## src/rtl/int_sequencer.sv

```systemverilog
`default_nettype none
// ============================================================================
//  Module      : int_sequencer
//  Description : Interrupt sequencer between the source flags and the CPU core.
//                Masks the five pending sources with IE, resolves two-level
//                priority (IP) with fixed polling order inside each level,
//                tracks nested in-service levels, presents a vector to the
//                core over a req/ack handshake, pulses flag-clear lines for
//                hardware-cleared sources on acknowledge and retires levels
//                on RETI.
//  Ports       : clk       in   1  system clock
//                rst_n     in   1  asynchronous active-low reset
//                src_pend  in   5  pending flags [0]INT0 [1]T0 [2]INT1 [3]T1 [4]UART
//                ie        in   8  [7] global enable, [4:0] per-source enables
//                ip        in   5  1 = high priority, same order as src_pend
//                blk       in   1  core no-interrupt window
//                int_ack   in   1  core accepts the presented vector
//                reti      in   1  one-cycle pulse, RETI executed
//                int_req   out  1  interrupt request to core
//                int_vec   out 16  vector address, valid while int_req=1
//                src_clr   out  5  one-hot one-cycle flag-clear pulse
//                in_svc    out  2  [1] high level active, [0] low level active
//  Revision    : 1.0  initial release
// ============================================================================
module int_sequencer #(
    parameter logic [15:0] VEC_BASE   = 16'h0003,
    parameter int unsigned VEC_STRIDE = 8,
    parameter logic [4:0]  CLR_MASK   = 5'b01111
) (
    input  logic        clk,
    input  logic        rst_n,
    input  logic [4:0]  src_pend,
    input  logic [7:0]  ie,
    input  logic [4:0]  ip,
    input  logic        blk,
    input  logic        int_ack,
    input  logic        reti,
    output logic        int_req,
    output logic [15:0] int_vec,
    output logic [4:0]  src_clr,
    output logic [1:0]  in_svc
);

    typedef enum logic [1:0] {
        ST_IDLE = 2'd0,
        ST_REQ  = 2'd1,
        ST_ACK  = 2'd2
    } state_t;

    state_t      r_state;
    logic [4:0]  r_pend_q;
    logic [2:0]  r_idx;
    logic        r_lvl;

    logic [4:0]  w_elig;
    logic [4:0]  w_hi_elig;
    logic [4:0]  w_cand;
    logic        w_any;
    logic        w_win_hi;
    logic [2:0]  w_win_idx;
    logic        w_allowed;
    logic [15:0] w_vec;
    logic [1:0]  w_svc_reti;
    logic        w_unused;

    // IE bits 6:5 are not interrupt enables
    assign w_unused  = &{1'b0, ie[6:5]};

    assign w_elig    = r_pend_q & ie[4:0] & {5{ie[7]}};
    assign w_hi_elig = w_elig & ip;
    assign w_any     = |w_elig;
    assign w_win_hi  = |w_hi_elig;
    assign w_cand    = w_win_hi ? w_hi_elig : w_elig;

    // Lowest index wins within the selected level: scan downwards so the
    // last assignment is the lowest set bit.
    always_comb begin
        w_win_idx = 3'd0;
        for (int i = 4; i >= 0; i--) begin
            if (w_cand[i]) begin
                w_win_idx = 3'(i);
            end
        end
    end

    // A request at the active high level blocks everything; an active low
    // level only lets high-priority sources through.
    assign w_allowed = w_any && !blk && !in_svc[1] && (w_win_hi || !in_svc[0]);

    assign w_vec     = VEC_BASE + 16'(w_win_idx) * 16'(VEC_STRIDE);

    // In-service state after a RETI in this cycle; an acknowledge in the
    // same cycle then sets its level on top of this.
    assign w_svc_reti = !reti     ? in_svc :
                        in_svc[1] ? {1'b0, in_svc[0]} : 2'b00;

    always_ff @(posedge clk or negedge rst_n) begin
        if (!rst_n) begin
            r_state  <= ST_IDLE;
            r_pend_q <= 5'd0;
            r_idx    <= 3'd0;
            r_lvl    <= 1'b0;
            int_req  <= 1'b0;
            int_vec  <= 16'd0;
            src_clr  <= 5'd0;
            in_svc   <= 2'b00;
        end else begin
            r_pend_q <= src_pend;
            in_svc   <= w_svc_reti;
            case (r_state)
                ST_IDLE: begin
                    if (w_allowed) begin
                        r_state <= ST_REQ;
                        int_req <= 1'b1;
                        int_vec <= w_vec;
                        r_idx   <= w_win_idx;
                        r_lvl   <= w_win_hi;
                    end
                end
                ST_REQ: begin
                    // Vector, index and level stay frozen until ack or abort
                    if (int_ack) begin
                        r_state <= ST_ACK;
                        int_req <= 1'b0;
                        in_svc  <= w_svc_reti | (r_lvl ? 2'b10 : 2'b01);
                        src_clr <= CLR_MASK & (5'b00001 << r_idx);
                    end else if (!ie[7]) begin
                        r_state <= ST_IDLE;
                        int_req <= 1'b0;
                    end
                end
                ST_ACK: begin
                    src_clr <= 5'd0;
                    r_state <= ST_IDLE;
                end
                default: begin
                    r_state <= ST_IDLE;
                    int_req <= 1'b0;
                    src_clr <= 5'd0;
                end
            endcase
        end
    end

endmodule
`default_nettype wire

```

## config.mk

```make
export PLATFORM = sky130hd
export DESIGN_NAME = int_sequencer
export DESIGN_NICKNAME = d
export VERILOG_FILES = /design/src/rtl/int_sequencer.sv
export SDC_FILE = /design/constraint.sdc
export NUM_CORES = 1
export LEC_CHECK = 0
export BUFFER_PORTS_ARGS = -buffer_cell sky130_fd_sc_hd__buf_2
export CAP_MARGIN = 5
export CELL_PAD_IN_SITES_DETAIL_PLACEMENT = 0
export CELL_PAD_IN_SITES_GLOBAL_PLACEMENT = 1
export CORE_MARGIN = 4
export CORE_UTILIZATION = 36
export DETAILED_ROUTE_END_ITERATION = 8
export GPL_TIMING_DRIVEN = 0
export PLACE_DENSITY = 0.85
export SLEW_MARGIN = 40
export SYNTH_ARGS = -nofsm -noshare
export SYNTH_HDL_FRONTEND = slang
export SYNTH_SLANG_ARGS = --single-unit
```

## constraint.sdc

```tcl
create_clock -name clk -period 3.1 [get_ports clk]
set_input_delay 0 -clock clk [delete_from_list [all_inputs] [get_ports clk]]
set_output_delay 0 -clock clk [all_outputs]
set_load 0.03 [all_outputs]
```

# After elaboration in Yosys (flattened, before gate mapping)
# Cells that the tools add are included.
[word_totals]
regBits = 35
latchBits = 0
mem_bits_rw = 0
mem_bits_ro = 0
input_bits = 23
n_memories = 0
[classes]
addsub = 1
n_mul = 0
div_mod_pow = 0
magnitude_cmp = 0
eq_ne = 5
shift = 1
muxes = 21
bitwise = 6
reduce_logical = 14
[ops]
columns = ["cell", "count"]
rows = [
  ["bitwise AND 5 bit", 3],
  ["two-way mux 3 bit", 5],
  ["two-way mux 2 bit", 7],
  ["two-way mux 5 bit", 2],
  ["one-hot mux 5 bit (2 select lines)", 1],
  ["OR reduction 5 bit", 2],
  ["adder 2 x 6 -> 7 bit, first input constant", 1],
  ["AND reduction 2 bit", 3],
  ["two-way mux 1 bit", 4],
  ["!= test 2 bit, second input constant", 2],
  ["one-hot mux 2 bit (2 select lines)", 1],
  ["left shift 1 x 3 -> 4 bit, first input constant", 1],
  ["logical AND 1 bit", 3],
  ["zero test 1 bit", 3],
  ["!= test 3 bit, second input constant", 1],
  ["one-hot mux 1 bit (3 select lines)", 1],
  ["AND reduction 3 bit", 1],
  ["== test 2 x 1 -> 1 bit, second input constant", 1],
  ["== test 2 bit, second input constant", 1],
  ["zero test 2 bit", 1],
  ["inverter 1 bit", 2],
  ["OR 2 bit", 1],
  ["logical OR 1 bit", 1],
]

# Depth between registers and ports, before layout
# Gate-level depths: netlist of the first run.
[logic_depth]
depth_word = 11
ltp_mapped = 6
mapped_depth_nobuf = 5

# Worst setup path before layout of the first run
# Ideal clock, no wire load.
[synth_timing]
kind = "flip-flop to flip-flop"
from = "register in_svc[1]"
to = "register r_idx[2]"
setup_ns = 0.104
t_arrival_ns = 1.481
required_ns = 2.996
path_slack_ns = 1.516
stages_incl_launch_ff = 5
path_buffers = 0
cell_sequence = "dfrtp_1 nor4_4 nand2_2 a211o_1 o41ai_2"
[synth_via]
elab_chain_cells = 4
[synth_rtl]
columns = ["item", "line", "rtl"]
rows = [
  ["start, declared", "41", "output logic [1:0] in_svc"],
  ["start signal, assigned", "109", "in_svc <= w_svc_reti;"],
  ["start signal, assigned", "125", "in_svc <= w_svc_reti | (r_lvl ? 2'b10 : 2'b01);"],
  ["zero test 1 bit", "88", "assign w_allowed = w_any && !blk && !in_svc[1] && (w_win_hi || !in_svc[0]);"],
  ["logical AND 1 bit (2 in a row)", "88", ""],
  ["AND reduction 2 bit (no source line)", "n/a", ""],
  ["end signal, assigned", "116", "r_idx <= w_win_idx;"],
  ["end, declared", "52", "logic [2:0] r_idx;"],
]
# Every way passes these cells.
# A chain may end at the register's enable or synchronous reset.

# Worst setup path after layout of the first run
[layout_timing]
from = "register r_state[1]"
to = "register r_idx[2]"
[layout_via]
elab_chain_cells = 2
[layout_rtl]
columns = ["item", "line", "rtl"]
rows = [
  ["start, declared", "50", "state_t r_state;"],
  ["start signal, assigned", "99", "r_state <= ST_IDLE;"],
  ["start signal, assigned", "113", "r_state <= ST_REQ;"],
  ["start signal, assigned", "123", "r_state <= ST_ACK;"],
  ["zero test 2 bit", "110", "case (r_state)"],
  ["AND reduction 2 bit (no source line)", "n/a", ""],
]
# Every way passes these cells.

==> metrics.yaml, run 1 <==
status:
  status: "finished clean"
setup_path:
  path_max_fanout: 8
  crit_required_ns: 3.30
  cp_top_family: "compound AO/OA/AOI/OAI gates"
  arrival_ns: 1.87
  worstSetupEndpointType: "register"
  cp_slowest_cell: "dfrtp_1"
  worstSetupStartpoint: "r_state[1]"
  reg2reg_depth: 5
  reg2reg_slack_ns: 1.43
  r2r-start: "r_state[1]"
  crit_buf_inv: 1
  setup.worst_path.end: "r_idx[2]"
  worstSetupPathType: "register to register"
  path_cells: "buf_6, nor4_4, nand2_2, a211o_1, o41ai_2"
  reg2reg_to: "r_idx[2]"
  cp-start-kind: "register"
  cp.depth: 5
  max_stage_delay_ns: 0.39
cts:
  cts_tree: "built"
  htree_levels: 1
  cts_resized: 0
  post_cts_buffers: 0
  clockRootBuffer: "clkbuf_4"
  cts_buffer_depth: 2
  clk_latency_ns: 0.30
  cts_hold_buf: 7
  clkTransAtPathRegs_ns: 0.12
  numCtsBuffers: 3
  clock_sinks: 19
pwr:
  peakVddDrop_v: 0.000318
  p_total_uw: 717
  leakagePower_nw: 0.716
  power_density_nw_per_um2: 517
floorplanning:
  core_um2: 2760
  rows: 19
  die_area_um2: 3800
  initial_core_util_pct: 37.6
  die_y_um: 61.7
  io_pins: 47
  fp.dieW_um: 61.7
sta:
  fmax_mhz: 599
  holdWs_ns: 0.0341
  finalCriticalPeriod_ns: 1.67
  finalCritPeriodShare_pct: 53.8
  hold_viol: 0
  fin_setup_tns_ns: 0
  setup_viol: 0
  rsz0062_at_grt: "no"
  drv_slew: 0
  finClkSkew_ns: 0.00729
final_layout:
  drive_gt1_share_pct: 38.0
  design_area_um2: 1390
  nNetsFinal: 182
  antenna_cells: 0
  syn_to_final_growth_pct: 33.5
synthesis:
  async_reset_ff_share_pct: 100
  ys_types: 31
  yosys_register_bits: 19
  yosysSeqAreaShare_pct: 45.8
  synth_area_um2: 1040
  syn_inst: 103
  ys.flop_type: "dfrtp_1"
  synth_edf_count: 0
  synth_warnings: 0
  syn-mean-instance-area_um2: 10.1
global_routing:
  grt_pass1_vias: 842
  grt_antenna_before_repair: 0
  overflow: 0
  grt_max_degree: 20
  grt.total_usage_pct: 13.2
  grt_pass1_wl_um: 3690
route:
  detail-route-antenna-nets: 0
  drt_first_pass_iters: 4
  drcViolationCount: 0
  drt-initial-drc-count: 25
  vias_per_cell: 4.75
  vias: 897
  wl_per_cell_um: 12.1
  wl_um: 2290
place:
  gp_congestion: 0.773
  dp_hpwl_um: 1810
  port_buffers: 32
  place_area_um2: 1280
job:
  maxCapViolations: 0
min_path:
  min_path_type: "primary input to register"
==> worst min path at each step <==
stage	end	cells after the start	start
global placement	src_clr[1]	1	rst_n
finish	int_req	4	blk
CTS	in_svc[1]	3	reti
detailed placement	src_clr[1]	1	rst_n
global route	r_idx[2]	3	ie[4]
floorplan	in_svc[0]	0	rst_n
==> logic make-up (layout without fill, tap and decap cells) <==
kind of cell	count (synthesis)	after routing	synth area share (%)
AOI/OAI and AO/OA	26	26	19.8
buffers and inverters	19	63	12.7
DFF	19	19	45.8
other	1	12	0.362
and+or+nand+nor	38	38	21.4
==> per-stage QoR <==
step | utilization [%] | setup slack (ns) | instances
after detailed placement | 46.3 | 1.46 | 177
after global routing | 50.2 | 1.35 | 189
after floorplan | - | 1.52 | 114
final | 50.2 | 1.43 | 189
after global placement | 46.3 | 1.45 | 177
after CTS | 49.9 | 1.43 | 188
==> metal layers <==
layer / GRT usage (%) / up-vias / share of wire (%)
met4: 6.36 / 0 / 0.70
met5: 0 / - / 0
li1: - / 461 / -
met2: 20.3 / 32 / 48
met3: 2.94 / 2 / 7.2
met1: 17.4 / 402 / 44
==> cells in the mapped netlist, drive strengths merged (2+ instances only) <==
cell type	count	share of area (%)
dfrtp	19	46
buf	15	11
nand2	9	3.5
nor2	8	2.9
a21oi	6	2.9
nand3	6	3.4
nand4	6	4.8
o21ai	5	2.4
inv	4	1.4
a22o	3	2.5
a22oi	3	2.2
nand2b	2	1.2
nor3	2	0.97
nor4	2	2.7
o22ai	2	1.2
==> area by class of cell <==
class / count / area [µm²]
fill: 273 / 1370
sequential: 19 / 475
multi-input combinational: 76 / 472
timing repair buffer: 40 / 240
buffer: 15 / 116
tap: 31 / 38.8
clock buffer: 3 / 22.5
inverter: 4 / 15.0
clock inverter: 1 / 5.00
==> state kept, by name, summed over array words and instances, names as in the netlist <==
| signal | flops |
|---|---|
| in_svc | 2 |
| r_pend_q | 5 |
| r_idx | 3 |
| r_lvl | 1 |
| int_vec | 1 |
| r_state | 2 |
| src_clr | 4 |
| int_req | 1 |
==> cell usage in the layout (no fill, tap or decap) <==
cell           instances
dlygate4sd3_1          8
buf_2                 32
and2_1                 1
a21oi_1                6
nand4_2                2
nand3_2                1
or3_2                  1
o211ai_2               1
a22o_1                 3
nor4_4                 1
o41ai_2                1
o22ai_1                2
nand2_2                1
buf_4                 14
nand3_1                5
o21ai_0                5
nor3_1                 2
a211o_1                1
nor2_1                 8
o31ai_1                1
nand4_1                4
nor4_1                 1
a211oi_1               1
and3_1                 1
clkinv_2               1
a22oi_1                3
buf_6                  1
inv_1                  4
o311ai_4               1
a222oi_1               1
conb_1                12
dfrtp_1               19
nand2b_1               2
clkbuf_4               3
nand2_1                8
==> tightest hold or removal path: cells and delay by family <==
| kind | cells | cell delay, ns |
|---|---|---|
| compound gates | 1 | 0.10 |
| buf+inv | 1 | 0.10 |
| simple gates | 2 | 0.11 |
==> where the power goes <==
group	total [mW]	switching [mW]	internal (mW)
Clock	0.128	0.0796	0.0480
Sequential	0.327	0.0362	0.291
Combinational	0.262	0.168	0.0938
Total	0.717	0.284	0.433
No activity file was read; power rests on OpenSTA's default activity.
==> run 2, diff against run 1 <==
--- a/config.mk
+++ b/config.mk
@@ -10,10 +10,10 @@
 export CELL_PAD_IN_SITES_DETAIL_PLACEMENT = 0
 export CELL_PAD_IN_SITES_GLOBAL_PLACEMENT = 1
 export CORE_MARGIN = 4
-export CORE_UTILIZATION = 36
+export CORE_UTILIZATION = 33
 export DETAILED_ROUTE_END_ITERATION = 8
 export GPL_TIMING_DRIVEN = 0
-export PLACE_DENSITY = 0.85
+export PLACE_DENSITY = 0.79
 export SLEW_MARGIN = 40
 export SYNTH_ARGS = -nofsm -noshare
 export SYNTH_HDL_FRONTEND = slang
==> constraint.sdc (replaced) <==
create_clock -name clk -period 1.59 [get_ports clk]
set_input_delay 0 -clock clk [delete_from_list [all_inputs] [get_ports clk]]
set_output_delay 0 -clock clk [all_outputs]
set_load 0.03 [all_outputs]
==> run 2 against run 1 <==
The run now ends with negative setup slack left. Critical path depth unchanged. First-iteration DRC count is 56% lower. Via count up 2.8%. Final cell count increased by 10%. Flip-flop and latch count is the same. Non-clock buffer count is 6 higher. Global-route usage down 1.0 points.
==> metrics.yaml, run 2 (synthesis results as in run 1) <==
place:
  dp_slack_ns: -0.103
  port_buffers: 32
  gp_congestion: 0.779
  place_area_um2: 1290
  dp_hpwl_um: 1900
setup_path:
  reg2reg_to: "r_idx[0]"
  cp-start-kind: "register"
  worstSetupPathType: "register to register"
  max_stage_delay_ns: 0.47
  worstSetupEndpointType: "register"
  cp_slowest_cell: "a222oi_1"
  arrival_ns: 1.82
  r2r-start: "r_pend_q[0]"
  path_max_fanout: 6
  path_cells: "a222oi_1, o211ai_2, o311ai_4, nor2_1, a22o_1"
  crit_required_ns: 1.79
  reg2reg_depth: 5
  reg2reg_slack_ns: -0.03
sta:
  rsz0062_at_grt: "yes"
  finalCriticalPeriod_ns: 1.62
  fin_setup_tns_ns: -0.0327
  setup_viol: 2
  holdWs_ns: 0.0256
  drv_slew: 0
  hold_viol: 0
  finalCritPeriodShare_pct: 102
  fmax_mhz: 617
  worst_slack_ns: -0.0299
  finClkSkew_ns: 0.00117
final_layout:
  regMostFlops: "r_pend_q"
  design_area_um2: 1460
  final_cell_mix: "32 x buf_2, 19 x buf_4, 19 x dfrtp_1, 12 x conb_1"
  syn_to_final_growth_pct: 40.3
  drive_gt1_share_pct: 41.5
  nNetsFinal: 188
  regArea_um2: 475
  final_common_cell: "buf_2"
  biggestRegsByFlops: "r_pend_q: 5 flops, src_clr: 4 flops, r_idx: 3 flops"
  largest_reg_flops: 5
  multiInputGateArea_um2: 477
  antenna_cells: 0
  n_fill_cell: 291
floorplanning:
  die_area_um2: 4100
  die_y_um: 64.1
  io_pins: 47
  rows: 20
  initial_core_util_pct: 34.3
  fp.dieW_um: 64.1
  core_um2: 3030
pwr:
  power_density_nw_per_um2: 987
  leakagePower_nw: 0.744
  p_total_mw: 1.44
  peakVddDrop_v: 0.000501
route:
  drcViolationCount: 0
  route.met2.wl_um: 1240
  wl_per_cell_um: 11.8
  wl_met1_um: 1020
  wl_met3_um: 186
  vias: 922
  wl_um: 2450
  dr.max_layer_used: "met4"
  vias_per_cell: 4.43
  drt-initial-drc-count: 11
  detail-route-antenna-nets: 0
  drt_first_pass_iters: 4
global_routing:
  grt_pass1_vias: 898
  grt.total_usage_pct: 12.1
  grt_antenna_before_repair: 0
  grt_pass1_wl_um: 3970
  overflow: 0
  grt_max_degree: 20
min_path:
  min_path_type: "primary input to register"
  hold_end: "r_idx[2]"
  min_delay_path_depth: 3
  hold_start: "ie[4]"
cts:
  numCtsBuffers: 3
  cts_buffer_depth: 2
  clk_latency_ns: 0.30
  cts_tree: "built"
  clock_sinks: 19
  clockRootBuffer: "clkbuf_4"
  htree_levels: 1
  clkTransAtPathRegs_ns: 0.11
job:
  maxCapViolations: 0
status:
  status: "finished, violations left"
  violations: "negative setup slack"
[run 2: cell count changes in the layout (fill, tap and decap cells not counted), sizes merged]
cell  before  now
buf       47   53
[run 2: timing repair]
item | 4_1_cts | 5_1_grt
hold buffers | 8 | 0
endpoints found under the setup margin | 2 | 4
pin swaps | 5 | 3
setup buffers | 2 | 4
gates cloned | 0 | 0
endpoints found under the hold margin | 26 | 0
resized for setup | 0 | 6
[run 2: final cells by class]
cell class | instances | share of cell area, %
Clock inverter | 1 | 0.344
Tap cell | 44 | 3.78
Inverter | 4 | 1.03
Multi-Input combinational cell | 76 | 32.8
Clock buffer | 3 | 1.55
Timing Repair Buffer | 46 | 19.9
Buffer | 15 | 8.00
Sequential cell | 19 | 32.7
[run 2: critical path: cells and delay by family, from the launching register on]
family	cells	cell delay [ns]
compound gates	4	1.03
flops	1	0.41
simple gates	1	0.07
[run 2: how the worst max path moves through the flow]
stage	start	to	slack, ns
floorplan	in_svc[1]	r_idx[2]	0.006
global placement	r_state[1]	r_idx[2]	-0.07
detailed placement	r_state[1]	r_idx[2]	-0.10
CTS	r_pend_q[0]	r_idx[0]	-0.006
global route	r_pend_q[0]	r_idx[0]	-0.1
finish	r_pend_q[0]	r_idx[0]	-0.03
[run 2: stage by stage]
stage / util, % / std cells
2_1_floorplan: - / 114
3_3_place_gp: 42.7 / 190
3_5_place_dp: 42.7 / 190
4_1_cts: 46.8 / 204
5_1_grt: 48.1 / 208
6_report: 48.1 / 208
[run 2: per-layer routing]
layer  vias to the layer above  track usage (%)
met3                         2             4.39
met1                       415             14.3
met5                         -                0
met2                        31             21.5
li1                        474                -
met4                         0             1.62
[run 2: where the power goes]
part           total (mW)  internal, mW  switching (mW)  leakage, nW
registers           0.640         0.567          0.0733        0.240
logic               0.550         0.208           0.342        0.486
clock network       0.245        0.0938           0.152       0.0177
==> run 3, diff against run 2 <==
--- a/config.mk
+++ b/config.mk
@@ -7,10 +7,10 @@
 export LEC_CHECK = 0
 export BUFFER_PORTS_ARGS = -buffer_cell sky130_fd_sc_hd__buf_2
 export CAP_MARGIN = 5
-export CELL_PAD_IN_SITES_DETAIL_PLACEMENT = 0
-export CELL_PAD_IN_SITES_GLOBAL_PLACEMENT = 1
+export CELL_PAD_IN_SITES_DETAIL_PLACEMENT = 1
+export CELL_PAD_IN_SITES_GLOBAL_PLACEMENT = 2
 export CORE_MARGIN = 4
-export CORE_UTILIZATION = 33
+export CORE_UTILIZATION = 26
 export DETAILED_ROUTE_END_ITERATION = 8
 export GPL_TIMING_DRIVEN = 0
 export PLACE_DENSITY = 0.79
==> run 3 against run 2 <==
The flow still finishes with violations (negative setup slack). Sequential power barely moved. First-iteration DRC count rose to 3.9 times the previous value. Sequential share of layout area rose by 0.23 points. Core utilization fell by 9.7 points. Final cell count rose by 0.48%. Flip-flop and latch count did not move. Combinational power fell by 3%. Die area rose by 23%. Non-clock buffer count fell by 3. Routed wire length rose by 12%.
==> metrics.yaml, run 3 (synthesis results as in run 1) <==
setup_path:
  max_stage_delay_ns: 0.47
  worstSetupEndpointType: "register"
  r2r-start: "r_pend_q[0]"
  path_cells: "a222oi_1, o211ai_2, o311ai_4, nor2_1, a22o_1"
  crit_buf_inv: 0
  reg2reg_to: "r_idx[0]"
  cp-start-kind: "register"
  reg2reg_slack_ns: -0.004
  reg2reg_depth: 5
  path_max_fanout: 8
  cp_top_family: "compound AO/OA/AOI/OAI gates"
  arrival_ns: 1.75
  cp_slowest_cell: "a222oi_1"
  worstSetupPathType: "register to register"
  cp.depth: 5
  crit_required_ns: 1.74
route:
  wl_um: 2740
  drcViolationCount: 0
  drt-initial-drc-count: 43
  wl_met3_um: 233
  dr.max_layer_used: "met4"
  vias_per_cell: 4.58
  wl_per_cell_um: 13.1
  detail-route-antenna-nets: 0
  route.met2.wl_um: 1340
  vias: 958
  wl_met1_um: 1150
  drt_first_pass_iters: 4
global_routing:
  grt.total_usage_pct: 11.0
  overflow: 0
  grt_pass1_wl_um: 4470
  grt_antenna_before_repair: 0
  grt_max_degree: 20
  grt_pass1_vias: 1001
pwr:
  peakVddDrop_v: 0.000487
  swShare_pct: 38.4
  internal_power_uw: 941
  leakagePower_nw: 0.736
  switching_power_uw: 585
  power_density_nw_per_um2: 1060
  p_total_mw: 1.53
  comb_power_share_pct: 35.1
  pwr-share-seq_pct: 42.2
  p_clk_share_pct: 22.8
final_layout:
  largest_reg_flops: 5
  drive_gt1_share_pct: 41.0
  syn_to_final_growth_pct: 39.3
  biggestRegsByFlops: "r_pend_q: 5 flops, src_clr: 4 flops, r_idx: 3 flops"
  final_common_cell: "buf_2"
  final_cell_mix: "32 x buf_2, 19 x buf_4, 19 x dfrtp_1, 12 x conb_1, 8 x nor2_1"
  design_area_um2: 1450
  antenna_cells: 0
  nNetsFinal: 185
  multiInputGateArea_um2: 474
  regArea_um2: 475
  regMostFlops: "r_pend_q"
  n_fill_cell: 460
place:
  place_area_um2: 1300
  gp_congestion: 0.760
  dp_hpwl_um: 2180
  port_buffers: 32
cts:
  cts_buffer_depth: 2
  cts_tree: "built"
  htree_levels: 1
  clkTransAtPathRegs_ns: 0.08
  clock_sinks: 19
  clk_latency_ns: 0.26
  clockRootBuffer: "clkbuf_8"
  numCtsBuffers: 3
floorplanning:
  rows: 22
  initial_core_util_pct: 27.5
  fp.dieW_um: 71.2
  die_y_um: 71.2
  core_um2: 3770
  io_pins: 47
  die_area_um2: 5060
min_path:
  min_path_type: "primary input to register"
  hold_start: "int_ack"
  hold_end: "r_state[0]"
  min_delay_path_depth: 3
sta:
  worst_slack_ns: -0.00384
  fin_setup_tns_ns: -0.00550
  hold_viol: 0
  finalCritPeriodShare_pct: 100
  rsz0062_at_grt: "yes"
  finClkSkew_ns: 0.00250
  setup_viol: 2
  drv_slew: 0
  fmax_mhz: 627
  finalCriticalPeriod_ns: 1.59
job:
  maxCapViolations: 0
status:
  status: "finished, violations left"
  violations: "negative setup slack"
## run 3: area by class of cell
type                            instances  area share (%)
Inverter                                4            1.04
Sequential cell                        19            32.9
Multi-Input combinational cell         76            32.8
Buffer                                 15            8.05
Tap cell                               48            4.16
Clock inverter                          1           0.346
Clock buffer                            3            2.86
Timing Repair Buffer                   43            17.8
## run 3: how the worst max path moves through the flow
stage	slack, ns	from	endpoint
floorplan	0.006	in_svc[1]	r_idx[2]
global placement	-0.06	r_state[1]	r_idx[2]
detailed placement	-0.07	r_state[1]	r_idx[2]
CTS	0.01	r_pend_q[0]	r_idx[0]
global route	-0.06	r_pend_q[0]	r_idx[0]
finish	-0.004	r_pend_q[0]	r_idx[0]
## run 3: stage by stage
stage / utilization (%) / hold slack (ns) / worst slack, ns / cells
detailed placement: 34.4 / -0.0305 / -0.0666 / 194
global route: 38.3 / 0.0692 / -0.0592 / 209
finish: 38.3 / 0.0479 / -0.00384 / 209
CTS: 37.7 / 0.0473 / 0.0104 / 206
global placement: 34.4 / -0.0340 / -0.0649 / 194
floorplan: - / -0.296 / 0.00553 / 114
## run 3: power groups by stage
stage | combinational (mW) | sequential [mW] | clock (mW)
6_report | 0.535 | 0.643 | 0.348
5_1_grt | 0.579 | 0.657 | 0.382
4_1_cts | 0.522 | 0.645 | 0.360
3_5_place_dp | 0.502 | 0.655 | 0
3_3_place_gp | 0.494 | 0.647 | 0
2_1_floorplan | 0.233 | 0.763 | 0
## run 3: worst register-to-register path: cells and delay by family, from the launching register on
family             cells  cell delay, ns
AOI/OAI and AO/OA      4            0.99
and+or+nand+nor        1            0.09
DFF                    1            0.41
## run 3: timing repair
| item | CTS | global route |
|---|---|---|
| setup endpoints to repair | 2 | 2 |
| hold buffers | 6 | 0 |
| gates resized for setup | 0 | 1 |
| endpoints found under the hold margin | 24 | 0 |
| pin swaps | 3 | 6 |
| setup buffers | 2 | 3 |
## run 3: layer usage
| layer | vias up | global-route usage, % |
|---|---|---|
| met1 | 454 | 13.0 |
| li1 | 465 | - |
| met2 | 37 | 19.2 |
| met4 | 0 | 1.88 |
| met3 | 2 | 3.98 |
| met5 | - | 0 |
